===== src/rtl/aoi_nm_pkg.sv =====
// Shared types and helpers for the pipelined AOI/OAI reduction block.
// The optional group mask is enabled with the AOI_PIPE_MASK_EN macro.
package aoi_nm_pkg;

  typedef enum logic {
    MODE_AOI = 1'b0,
    MODE_OAI = 1'b1
  } mode_e;

  // Flat position of group g, input i, lane l inside the packed B bus
  function automatic int unsigned b_index(input int unsigned g, input int unsigned i,
                                          input int unsigned l, input int unsigned gw,
                                          input int unsigned width);
    return (g * gw + i) * width + l;
  endfunction

endpackage


===== src/rtl/aoi_nm_lane.sv =====
// Combinational single-lane AOI/OAI over one direct input and NGRP groups of GW bits.
// With AOI_PIPE_MASK_EN defined, a gmask input can neutralise individual groups.
module aoi_nm_lane
  import aoi_nm_pkg::*;
#(
  parameter int NGRP = 2,
  parameter int GW   = 2
) (
  input  logic               a,
  input  logic [NGRP*GW-1:0] grp,
  input  mode_e              mode,
`ifdef AOI_PIPE_MASK_EN
  input  logic [NGRP-1:0]    gmask,
`endif
  output logic               zn
);

  logic or_acc_s;
  logic and_acc_s;

  // A masked group contributes the identity of the outer reduction: 0 for OR, 1 for AND
  always_comb begin
    or_acc_s  = 1'b0;
    and_acc_s = 1'b1;
    for (int g = 0; g < NGRP; g++) begin
`ifdef AOI_PIPE_MASK_EN
      or_acc_s  = or_acc_s  | (gmask[g] & (&grp[g*GW +: GW]));
      and_acc_s = and_acc_s & (~gmask[g] | (|grp[g*GW +: GW]));
`else
      or_acc_s  = or_acc_s  | (&grp[g*GW +: GW]);
      and_acc_s = and_acc_s & (|grp[g*GW +: GW]);
`endif
    end
    zn = 1'b0;
    case (mode)
      MODE_AOI: zn = ~(a | or_acc_s);
      MODE_OAI: zn = ~(a & and_acc_s);
      default:  zn = 1'b0;
    endcase
  end

endmodule


===== src/rtl/aoi_nm_pipe.sv =====
// Two-stage valid/ready pipelined AOI/OAI reduction across WIDTH independent lanes.
// Defining AOI_PIPE_MASK_EN adds a per-group GMASK input captured with each operand.
module aoi_nm_pipe
  import aoi_nm_pkg::*;
#(
  parameter int WIDTH = 8,
  parameter int NGRP  = 2,
  parameter int GW    = 2
) (
  input  logic                    CK,
  input  logic                    RST,
  input  logic                    in_valid,
  output logic                    in_ready,
  input  logic                    MODE,
  input  logic [WIDTH-1:0]        A,
  input  logic [NGRP*GW*WIDTH-1:0] B,
`ifdef AOI_PIPE_MASK_EN
  input  logic [NGRP-1:0]         GMASK,
`endif
  output logic                    out_valid,
  input  logic                    out_ready,
  output logic [WIDTH-1:0]        ZN
);

  logic                     s1_valid_r;
  logic [WIDTH-1:0]         a_r;
  logic [NGRP*GW*WIDTH-1:0] b_r;
  mode_e                    mode_r;
`ifdef AOI_PIPE_MASK_EN
  logic [NGRP-1:0]          gmask_r;
`endif
  logic                     s2_valid_r;
  logic [WIDTH-1:0]         zn_r;

  logic                     s2_adv_s;
  logic                     s1_adv_s;
  logic                     accept_s;
  logic [WIDTH-1:0]         zn_s;

  assign s2_adv_s  = !s2_valid_r || out_ready;
  assign s1_adv_s  = s1_valid_r && s2_adv_s;
  assign in_ready  = !s1_valid_r || s2_adv_s;
  assign accept_s  = in_valid && in_ready;
  assign out_valid = s2_valid_r;
  assign ZN        = zn_r;

  // Stage 1: capture operand; a same-cycle accept keeps the stage full with new data
  always_ff @(posedge CK or posedge RST) begin
    if (RST) begin
      s1_valid_r <= 1'b0;
      a_r        <= {WIDTH{1'b0}};
      b_r        <= {(NGRP*GW*WIDTH){1'b0}};
      mode_r     <= MODE_AOI;
`ifdef AOI_PIPE_MASK_EN
      gmask_r    <= {NGRP{1'b0}};
`endif
    end else if (accept_s) begin
      s1_valid_r <= 1'b1;
      a_r        <= A;
      b_r        <= B;
      mode_r     <= mode_e'(MODE);
`ifdef AOI_PIPE_MASK_EN
      gmask_r    <= GMASK;
`endif
    end else if (s1_adv_s) begin
      s1_valid_r <= 1'b0;
    end
  end

  for (genvar l = 0; l < WIDTH; l++) begin : g_lane
    logic [NGRP*GW-1:0] lane_grp_s;
    for (genvar g = 0; g < NGRP; g++) begin : g_grp
      for (genvar i = 0; i < GW; i++) begin : g_in
        assign lane_grp_s[g*GW+i] = b_r[b_index(g, i, l, GW, WIDTH)];
      end
    end
    aoi_nm_lane #(
      .NGRP (NGRP),
      .GW   (GW)
    ) u_lane (
      .a     (a_r[l]),
      .grp   (lane_grp_s),
      .mode  (mode_r),
`ifdef AOI_PIPE_MASK_EN
      .gmask (gmask_r),
`endif
      .zn    (zn_s[l])
    );
  end

  // Stage 2: result register, frozen while the consumer stalls
  always_ff @(posedge CK or posedge RST) begin
    if (RST) begin
      s2_valid_r <= 1'b0;
      zn_r       <= {WIDTH{1'b0}};
    end else if (s2_adv_s) begin
      s2_valid_r <= s1_valid_r;
      if (s1_valid_r) begin
        zn_r <= zn_s;
      end
    end
  end

endmodule


===== config.mk =====
export PLATFORM = sky130hd
export DESIGN_NAME = aoi_nm_pipe
export DESIGN_NICKNAME = d
export VERILOG_FILES = /design/src/rtl/aoi_nm_pkg.sv /design/src/rtl/aoi_nm_lane.sv /design/src/rtl/aoi_nm_pipe.sv
export SDC_FILE = /design/constraint.sdc
export NUM_CORES = 1
export LEC_CHECK = 0
export ABC_CLOCK_PERIOD_IN_PS = 2200
export BUFFER_PORTS_ARGS = -buffer_cell sky130_fd_sc_hd__buf_2
export CAP_MARGIN = 30
export CELL_PAD_IN_SITES_DETAIL_PLACEMENT = 1
export CELL_PAD_IN_SITES_GLOBAL_PLACEMENT = 2
export CORE_MARGIN = 1.5
export CORE_UTILIZATION = 39
export CTS_CLUSTER_SIZE = 40
export DETAILED_ROUTE_END_ITERATION = 10
export GPL_ROUTABILITY_DRIVEN = 0
export PLACE_DENSITY = 0.88
export SYNTH_ARGS = -nofsm -noshare
export SYNTH_HDL_FRONTEND = slang
export SYNTH_HIERARCHICAL = 1
export SYNTH_SLANG_ARGS = --single-unit
export TNS_END_PERCENT = 1

===== constraint.sdc =====
create_clock -name CK -period 2.2 [get_ports CK]
set_clock_uncertainty 0.05 [all_clocks]
set_input_delay 0 -clock CK [delete_from_list [all_inputs] [get_ports CK]]
set_output_delay 0 -clock CK [all_outputs]
set_load 0.1 [all_outputs]

---- Word-level counts from Yosys, hierarchy flattened ----
Cells that the tools add are included.
word-level totals
  output and inout port bits .............. 10
  flip-flop bits (word level) ............. 51
  word-level logic and storage cells ...... 105
cells by class
  bitwise logic cells ..................... 49
  multiplexer cells ....................... 10
  reduce and logical (&&, ||, !) cells .... 40
operator list
  operator                         number
  AND reduction 2 bit              17
  OR reduction 2 bit               16
  NOT 1 bit                        17
  bitwise AND 1 bit                16
  bitwise OR 1 bit                 16
  case mux 1 bit (2 select lines)  8
  logical AND 1 bit                2
  logical NOT 1 bit                2
  logical OR 1 bit                 2
  two-way mux 1 bit                2
  nonzero test 2 bit               1

---- Logic depth before layout (Yosys ltp) ----
Gate-level depths: netlist of the first run.
  word-level depth ........................ 5
  mapped depth ............................ 4
  depth with buffers taken out ............ 4

---- Hierarchy ----
The synthesis of the first run kept the hierarchy.
modules (own cells, without submodules)
  module       sequential area each (sq um)  times used  area each (sq um)  cells each
  aoi_nm_pipe  1276.2                        1           2128.3             111
  aoi_nm_lane  0.0                           8           26.3               5

---- Least setup slack after synthesis of the first run ----
OpenSTA, ideal clock, no wires.
  path type ............................... register to register
  start point ............................. register s2_valid_r (netlist: out_valid)
  end point ............................... register a_r[0]
  buffers on the path ..................... 1
  stages on the path, launching flop included .. 5
  period minus slack after synthesis ...... 2366 ps
  arrival time ............................ 2191 ps
  setup slack ............................. -166 ps
  data required time ...................... 2025 ps
  setup time .............................. 125 ps
  cells stage by stage .................... dfrtp_1 -> nand3b_4 -> nand2_8 -> buf_12 -> mux2_4
between the ends
  cells in the longest elaborated chain, start to end .. 4
RTL lines
  item                      RTL line           text
  start: declaration        aoi_nm_pipe.sv:32  logic s2_valid_r;
  start signal: assignment  aoi_nm_pipe.sv:97  s2_valid_r <= s1_valid_r;
  logical NOT 1 bit         aoi_nm_pipe.sv:40  assign s2_adv_s = !s2_valid_r || out_ready;
  logical OR 1 bit          aoi_nm_pipe.sv:40
  logical OR 1 bit          aoi_nm_pipe.sv:42  assign in_ready = !s1_valid_r || s2_adv_s;
  named net in_ready        aoi_nm_pipe.sv:13  output logic in_ready,
  logical AND 1 bit         aoi_nm_pipe.sv:43  assign accept_s = in_valid && in_ready;
  end signal: assignment    aoi_nm_pipe.sv:51  a_r <= {WIDTH{1'b0}};
  end: declaration          aoi_nm_pipe.sv:26  logic [WIDTH-1:0] a_r;
The timed path passes the listed nets, and every way through them passes these cells.
A chain may end at the register's enable or synchronous reset.

---- Worst setup path in the final report of the first run ----
  start point ............................. input out_ready
  end point ............................... register b_r[3]
between the ends
  cells in the longest elaborated chain, start to end .. 3
RTL lines
  item                    RTL line           text
  start: declaration      aoi_nm_pipe.sv:21  input logic out_ready,
  logical OR 1 bit        aoi_nm_pipe.sv:40
  logical OR 1 bit        aoi_nm_pipe.sv:42
  logical AND 1 bit       aoi_nm_pipe.sv:43
  end signal: assignment  aoi_nm_pipe.sv:52  b_r <= {(NGRP*GW*WIDTH){1'b0}};
  end: declaration        aoi_nm_pipe.sv:27  logic [NGRP*GW*WIDTH-1:0] b_r;
No other way between the ends.

==> results.toml, run 1 <==
[cells_and_area]
multiInputGateArea_um2 = 978
nets = 299
num_antenna_cells = 0
nFillCells = 596
final_util_pct = 54.9
drive_above_1_share_pct = 45.9
final_cells = 330
regArea_um2 = 1280
syn_to_final_growth_pct = 37.3

[timing]
tightest_slew_ns = 0.628
finalCritPeriodShare_pct = 68.9
max_freq_ghz = 0.659
maxSlewViolCount = 0
setup_tns_ns = 0
min_period_ns = 1.52
rsz0062_at_grt = "no"
maxSlewHeadroom_pct = 58.1
setup_violations = 0
finalHoldViolations = 0
hold-worst-slack_ns = 0.277

[worst_setup_path]
slowest_delay_ns = 0.56
arrival_ns = 1.65
critical_path.slowest_cell = "dlygate4sd3_1"
cp_data_required_time_ns = 2.33
rrSetupSlack_ns = 0.72
r2r_end = "b_r[3]$_DFFE_PP0P_"
cp_cell_sequence = "dlygate4sd3_1 -> buf_2 -> nand3b_4 -> nand2_8 -> mux2_2"
startpoint_type = "input port"
worstReg2RegStart = "s1_valid_r$_DFFE_PP0P_"
critPathMaxFanout = 41
worstSetupPathType = "in2reg"
rr_worst_depth = 3
cp-end-kind = "flop"

[routing]
ant_nets = 0
drt_iter0_drc = 34
post_drt_wl_per_cell_um = 15.9
drc = 0
vias_per_cell = 4.76
firstDrtPassIters = 4
vias = 1570
drt_wl_total_um = 5250

[floorplan]
io-pin-count = 55
fp.dieArea_um2 = 6470
die_height_um = 80.4
die_x_um = 80.4
initial_utilization_pct = 40.0
rows = 28
core_area_um2 = 5850

[logic_synthesis]
synth_top_area_share_pct = 54.6
ys_types = 15
synthAdderAreaFrac_pct = 0
synth_xor_area_share_pct = 0
syn_area_per_cell_um2 = 15.5
ys.flop_type = "dfrtp_1"
synth.ff_latch_count = 51
synthCells = 151
synthArstFlopShare_pct = 100
synth-simple-area-share_pct = 5.40
synth_edf_count = 0
yosysTopAreaCell = "dfrtp_1"
synth_mux_area_share_pct = 30.0
synth_nets = 196
synth_area_leaders = "dfrtp_1, mux2_4, mux2_2, buf_12, a22oi_1"
ys_seq_area_share_pct = 54.6
synth_top_cells_by_count = "dfrtp_1, mux2_4, mux2_2"
synth_top_family_by_area = "multiplexers"
ys_warn_count = 6
netlist_area_um2 = 2340
yosys.cell_count.top_type = "dfrtp_1"
synth-compound-area-share_pct = 6.42

[clock_network]
cts_buffers = 5
cts_max_path_buffers = 2
cts-root-buf = "clkbuf_8"
cts_tree = "built"
clk_latency_ns = 0.29
post-cts-setup-buffer-count = 0
cts.sinks = 51
htreeDepth = 2
path_clk_slew_ns = 0.09

[global_route]
gr-total-overflow = 0
grt_start_max_net_pins = 42
grt_pass1_vias = 1725
antenna_found_initial = 0
grt_pass1_wl_um = 8400
gr-usage-all-layers_pct = 17.3

[min_path]
hp-class = "in2async"

[power]
p_leak_nw = 1.55
peakVddDrop_v = 0.000504
pwr_density_cell_nw_per_um2 = 941

[placement]
port-buffer-count = 54
dp_cells = 278
place_hpwl_um = 3340

[run_status]
status = "completed"

[flow_run]
max-cap-violations = 0
[final cells by class]
class	instances	share of cell area, %
sequential	51	39.8
multi-input combinational	95	30.5
timing repair buffer	100	22.6
tap	75	2.92
clock buffer	6	2.26
clock inverter	2	1.87
inverter	1	0.117
[what timing repair did]
item | CTS | global route
gates resized for setup | 0 | 0
hold endpoints to repair | 71 | 0
hold buffers | 44 | 0
[flip-flops by register name, summed over array words and instances, names as in the netlist]
register	flops
ZN	8
a_r	8
b_r	32
mode_r	1
out_valid	1
s1_valid_r	1
[placed cells by master, fill, tap and decap left out]
| master | n |
|---|---|
| buf_2 | 54 |
| dfrtp_1 | 50 |
| dlygate4sd3_1 | 44 |
| mux2_4 | 40 |
| mux2_2 | 9 |
| o22ai_1 | 8 |
| nand2_1 | 8 |
| a22oi_1 | 8 |
| nor2_1 | 8 |
| a21oi_1 | 8 |
| clkbuf_8 | 5 |
| nand2b_1 | 2 |
| bufinv_16 | 2 |
| buf_4 | 2 |
| nand3b_4 | 1 |
| nand2_8 | 1 |
| inv_2 | 1 |
| nand2_2 | 1 |
| or2b_1 | 1 |
| clkbuf_1 | 1 |
| dfrtp_2 | 1 |
[logic make-up (layout without fill, tap and decap cells)]
family | after synthesis | count (layout)
multiplexers | 49 | 49
AO/OA/AOI/OAI | 24 | 24
buffers and inverters | 5 | 109
AND/OR/NAND/NOR | 22 | 22
flip-flops | 51 | 51
[per-stage QoR]
stage,area [um^2],total power (W),setup slack [ns]
6_report,3210,0.00302,0.684
2_1_floorplan,2340,0.00205,0.210
3_3_place_gp,2640,0.00220,0.759
3_5_place_dp,2640,0.00223,0.727
4_1_cts,3210,0.00305,0.715
5_1_grt,3210,0.00316,0.647
[power breakdown]
part	internal [W]	switching, W
combinational	0.000385	0.000643
clock	0.000454	0.000290
sequential	0.00111	0.000145
[worst max-delay path by stage]
stage	startpoint	to	slack, ns	cells after the start
after CTS	s1_valid_r$_DFFE_PP0P_	b_r[3]$_DFFE_PP0P_	0.71	3
after global placement	s1_valid_r$_DFFE_PP0P_	b_r[3]$_DFFE_PP0P_	0.76	3
after detailed placement	s1_valid_r$_DFFE_PP0P_	b_r[3]$_DFFE_PP0P_	0.73	3
final	out_ready	b_r[3]$_DFFE_PP0P_	0.68	5
after floorplan	out_valid$_DFFE_PP0P_	a_r[0]$_DFFE_PP0P_	0.21	4
after global routing	out_ready	b_r[3]$_DFFE_PP0P_	0.65	5
[metal layers]
layer / routed length [um] / vias up / global-route usage, %
met3: 144 / 5 / 2.05
met4: 51 / 0 / 4.66
li1: - / 746 / -
met1: 2310 / 786 / 21.8
met5: 0 / - / 0
met2: 2740 / 33 / 31.0
[worst max-delay path, delay by kind of cell]
kind	cells	cell delay, ns
buf+inv	2	0.70
simple gates	2	0.55
mux	1	0.38
Note: power is estimated with default switching activity, not from simulation.
==> run 2: changes to the inputs <==
- ABC_CLOCK_PERIOD_IN_PS: 2200 -> 1490
- CORE_UTILIZATION: 39 -> 37
- PLACE_DENSITY: 0.88 -> 0.84
- clock period: 2.2 -> 1.49 ns (I/O delays scaled with it)
==> run 2 against run 1 <==
  * Clock-buffer cell count is the same
  * Critical path type is now reg2reg
  * Cell area grew 1.0%
  * Sequential share of layout area shrank 0.40 points
  * First-iteration DRC count grew 5.9%
  * Total power grew 44%
  * Critical path depth shrank 1
==> results.toml, run 2 (same netlist as run 1, synthesis figures left out) <==
[run_status]
status = "completed"

[flow_run]
max-cap-violations = 0

[placement]
dp_cells = 281
place_hpwl_um = 3410
port-buffer-count = 54
pre_cts_slack_ns = 0.0960

[floorplan]
die_x_um = 82.5
initial_utilization_pct = 38.8
die_height_um = 82.5
fp.dieArea_um2 = 6810
rows = 28
io-pin-count = 55
core_area_um2 = 6030

[timing]
finalHoldViolations = 0
min_period_ns = 1.42
setup_violations = 0
max_freq_ghz = 0.706
setup_tns_ns = 0
tightest_slew_ns = 0.549
finalCritPeriodShare_pct = 95.0
maxSlewViolCount = 0
fin_ws_ns = 0.0740
rsz0062_at_grt = "no"
maxSlewHeadroom_pct = 63.4

[global_route]
antenna_found_initial = 0
gr-usage-all-layers_pct = 17.5
grt_pass1_vias = 1829
gr-total-overflow = 0
grt_start_max_net_pins = 21
grt_pass1_wl_um = 8860

[cells_and_area]
nets = 302
num_antenna_cells = 0
final_common_cell = "buf_2"
syn_to_final_growth_pct = 38.7
final_cells = 333
nFillCells = 631
drive_above_1_share_pct = 46.9
final_util_pct = 53.8
largest_register = "b_r"
final_cell_mix = "buf_2, dfrtp_1, dlygate4sd3_1, mux2_4, mux2_2"
largest_reg_flops = 32

[worst_setup_path]
critical_path.slowest_cell = "dfrtp_1"
slowest_delay_ns = 0.43
rrSetupSlack_ns = 0.07
cp-end-kind = "flop"
worstSetupPathType = "reg2reg"
cp_top_family = "flip-flops"
cp_cell_sequence = "nand3b_4 -> nand2_8 -> buf_12 -> mux2_4"
rr_worst_depth = 4
cp.depth = 4
critPathMaxFanout = 17
critical_path_buf_inv_count = 1
cp_data_required_time_ns = 1.63
startpoint_type = "flop"
arrival_ns = 1.55

[routing]
post_drt_wl_per_cell_um = 16.1
vias_per_cell = 4.83
firstDrtPassIters = 4
ant_nets = 0
drc = 0
drt_iter0_drc = 36
vias = 1608
drt_wl_total_um = 5350

[clock_network]
cts_max_path_buffers = 2
cts-root-buf = "clkbuf_8"
path_clk_slew_ns = 0.09
cts_buffers = 5
cts_resized = 0
clk_latency_ns = 0.30
htreeDepth = 2
cts_tree = "built"
cts.sinks = 51

[min_path]
hp-class = "in2async"

[power]
pwr_density_cell_nw_per_um2 = 1340
power.total_w = 0.00436
p_leak_nw = 1.57
peakVddDrop_v = 0.000771
## run 2: where the power goes
| part | leakage (nW) | internal (W) | total (W) | switching, W |
|---|---|---|---|---|
| clock network | 0.0612 | 0.000544 | 0.000995 | 0.000451 |
| registers | 0.593 | 0.00163 | 0.00183 | 0.000194 |
| logic | 0.917 | 0.000584 | 0.00154 | 0.000957 |
## run 2: timing repair
action / CTS / global route
endpoints found under the hold margin: 60 / 0
hold buffers: 44 / 0
setup buffers: 0 / 0
## run 2: area by class of cell
class                           instances  area [um^2]  share of cell area, %
Timing Repair Buffer                  103          773                   23.8
Sequential cell                        51         1280                   39.4
Clock inverter                          2         35.0                   1.08
Tap cell                               75         93.8                   2.89
Inverter                                1         3.75                  0.116
Multi-Input combinational cell         95          978                   30.2
Clock buffer                            6         82.6                   2.55
## run 2: path summary, 6_finish.rpt
path                                          to              startpoint
min                           a_r[4]$_DFFE_PP0P_                     RST
min in group CK               b_r[5]$_DFFE_PP0P_                    B[5]
max reg2reg                   b_r[1]$_DFFE_PP0P_  s1_valid_r$_DFFE_PP0P_
max in group asynchronous  out_valid$_DFFE_PP0P_                     RST
max                           b_r[1]$_DFFE_PP0P_  s1_valid_r$_DFFE_PP0P_
min reg2reg                    ZN[3]$_DFFE_PP0P_       ZN[3]$_DFFE_PP0P_
## run 2: per-stage QoR
| stage | hold WS, ns | area [um^2] |
|---|---|---|
| after floorplan | 0.0529 | 2340 |
| after global placement | -0.0316 | 2690 |
| after detailed placement | -0.0211 | 2690 |
| after CTS | 0.190 | 3240 |
| after global routing | 0.206 | 3240 |
| final | 0.185 | 3240 |
## run 2: layer usage
metal | vias up | routed length [um] | track usage (%)
li1 | 756 | - | -
met1 | 807 | 2400 | 22.2
met2 | 41 | 2680 | 30.5
met3 | 4 | 229 | 3.85
met4 | 0 | 36 | 4.00
met5 | - | 0 | 0
## run 2: worst register-to-register path: stages (launching register included)
cell	delay [ns]
dfrtp_1	0.43
nand3b_4	0.14
nand2_8	0.16
buf_12	0.20
mux2_4	0.33
==> run 3: changes to the inputs <==
- CORE_MARGIN: 1.5 -> 4
- SETUP_SLACK_MARGIN: default -> 0.3
==> run 3 against run 2 <==
  * First-iteration DRC count is 17% higher
  * Global-route usage down 1.8 points
  * Clock-buffer cell count fell by 1
  * Cell area up 1.9%
  * Fmax up 9.8%
  * Critical path type unchanged
  * Critical endpoint is now b_r[16]$_DFFE_PP0P_
==> results.toml, run 3 (same netlist as run 1, synthesis figures left out) <==
[routing]
vias = 1598
firstDrtPassIters = 4
post_drt_wl_per_cell_um = 16.4
ant_nets = 0
drc = 0
drt_iter0_drc = 42
vias_per_cell = 4.76
drt_wl_total_um = 5520

[clock_network]
htreeDepth = 2
path_clk_slew_ns = 0.09
clk_latency_ns = 0.31
cts_max_path_buffers = 2
cts-root-buf = "clkbuf_8"
cts.sinks = 51
cts_buffers = 5
cts_tree = "built"

[timing]
setup_violations = 0
rsz0062_at_grt = "yes"
max_freq_ghz = 0.776
finalCritPeriodShare_pct = 86.5
tightest_slew_ns = 0.504
min_period_ns = 1.29
finalHoldViolations = 0
maxSlewViolCount = 0
fin_ws_ns = 0.201
maxSlewHeadroom_pct = 66.6
hold-worst-slack_ns = 0.00799

[cells_and_area]
num_antenna_cells = 0
final_cells = 336
final_common_cell = "buf_2"
final_util_pct = 54.9
syn_to_final_growth_pct = 41.4
final_area_um2 = 3310
largest_reg_flops = 32
final_cell_mix = "buf_2, dfrtp_1, dlygate4sd3_1, mux2_4, mux2_2"
nets = 305
largest_register = "b_r"
drive_above_1_share_pct = 48.3

[flow_run]
max-cap-violations = 0

[placement]
placed_area_um2 = 2710
pre_cts_slack_ns = 0.101
dp_cells = 281
port-buffer-count = 54
place_hpwl_um = 3600

[worst_setup_path]
critical_path.slowest_cell = "dfrtp_2"
arrival_ns = 1.44
cp_data_required_time_ns = 1.64
cp_cell_sequence = "nand3b_4 -> nand2_8 -> buf_12 -> mux2_4"
critPathMaxFanout = 11
cp-end-kind = "flop"
critical_path_buf_inv_count = 1
startpoint_type = "flop"
worstSetupPathType = "reg2reg"
slowest_delay_ns = 0.41
cp_top_family = "flip-flops"

[power]
p_comb_share_pct = 36.0
peakVddDrop_v = 0.000755
p_switching_w = 0.00163
pwr_density_cell_nw_per_um2 = 1320
clockPowerShare_pct = 22.0
seqPwrFrac_pct = 42.0
internal_power_w = 0.00275
p_sw_share_pct = 37.3
p_leak_nw = 1.60

[floorplan]
die_x_um = 87.5
io-pin-count = 55
core_area_um2 = 6030
initial_utilization_pct = 38.8
rows = 28
die_height_um = 87.5
fp.dieArea_um2 = 7660

[global_route]
grt_pass1_vias = 1823
gr-total-overflow = 0
grt_pass1_wl_um = 9220
grt_start_max_net_pins = 33
gr-usage-all-layers_pct = 15.7
antenna_found_initial = 0

[min_path]
hp-class = "in2reg"

[run_status]
status = "completed"
-- run 3: cell count changes in the layout (fill, tap and decap cells not counted) --
cell,before,now
nand2_2,1,0
nand2_4,0,1
buf_2,54,53
clkinv_4,0,1
buf_12,2,5
dlygate4sd3_1,44,43
clkbuf_8,6,5
dfrtp_2,1,2
buf_4,3,5
dfrtp_1,50,49
-- run 3: cell type report --
cell class / count / area [um^2]
inverters: 1 / 3.75
clock buffers: 5 / 68.8
repair buffers: 106 / 833
flip-flops and latches: 51 / 1280
multi-input cells: 95 / 983
well taps: 75 / 93.8
clock inverters: 3 / 43.8
fillers: 620 / 2720
-- run 3: path summary, 6_finish.rpt --
| kind | start | to | slack [ns] | cells after the start |
|---|---|---|---|---|
| setup / recovery | out_valid$_DFFE_PP0P_ | b_r[16]$_DFFE_PP0P_ | 0.20 | 4 |
| hold / removal | out_ready | out_valid$_DFFE_PP0P_ | 0.008 | 3 |
| setup reg to reg | out_valid$_DFFE_PP0P_ | b_r[16]$_DFFE_PP0P_ | 0.20 | 4 |
| hold reg to reg | ZN[7]$_DFFE_PP0P_ | ZN[7]$_DFFE_PP0P_ | 0.46 | 1 |
| max in group asynchronous | RST | out_valid$_DFFE_PP0P_ | 0.65 | 4 |
| min in group asynchronous | RST | b_r[24]$_DFFE_PP0P_ | 0.19 | 3 |
-- run 3: per-stage QoR --
stage	setup TNS (ns)	total power, W
floorplan	-18.44	0.00302
global placement	0	0.00329
detailed placement	0	0.00333
CTS	0	0.00440
global route	0	0.00458
finish	0	0.00438
-- run 3: layer usage --
metal  wire [um]  GRT usage [%]
met5           0              0
met4          40           2.51
met3         202           3.60
met2        2880           28.8
met1        2390           19.1
-- run 3: power groups by stage --
| stage | logic [W] | clock network (W) | registers [W] |
|---|---|---|---|
| after floorplan | 0.000591 | 0 | 0.00243 |
| after global placement | 0.00144 | 0 | 0.00185 |
| after detailed placement | 0.00146 | 0 | 0.00187 |
| after CTS | 0.00158 | 0.000984 | 0.00184 |
| after global routing | 0.00167 | 0.00104 | 0.00187 |
| final | 0.00158 | 0.000963 | 0.00184 |
-- run 3: repair_timing --
action	4_1_cts	5_1_grt
pin swaps	1	1
resized for setup	2	1
setup buffers	4	0
hold buffers	43	0
setup endpoints to repair	51	54
endpoints found under the hold margin	62	0
-- run 3: worst min-delay path, cell delays in order --
cell      delay [ns]
buf_2           0.09
nand2b_1        0.17
nand2b_1        0.07
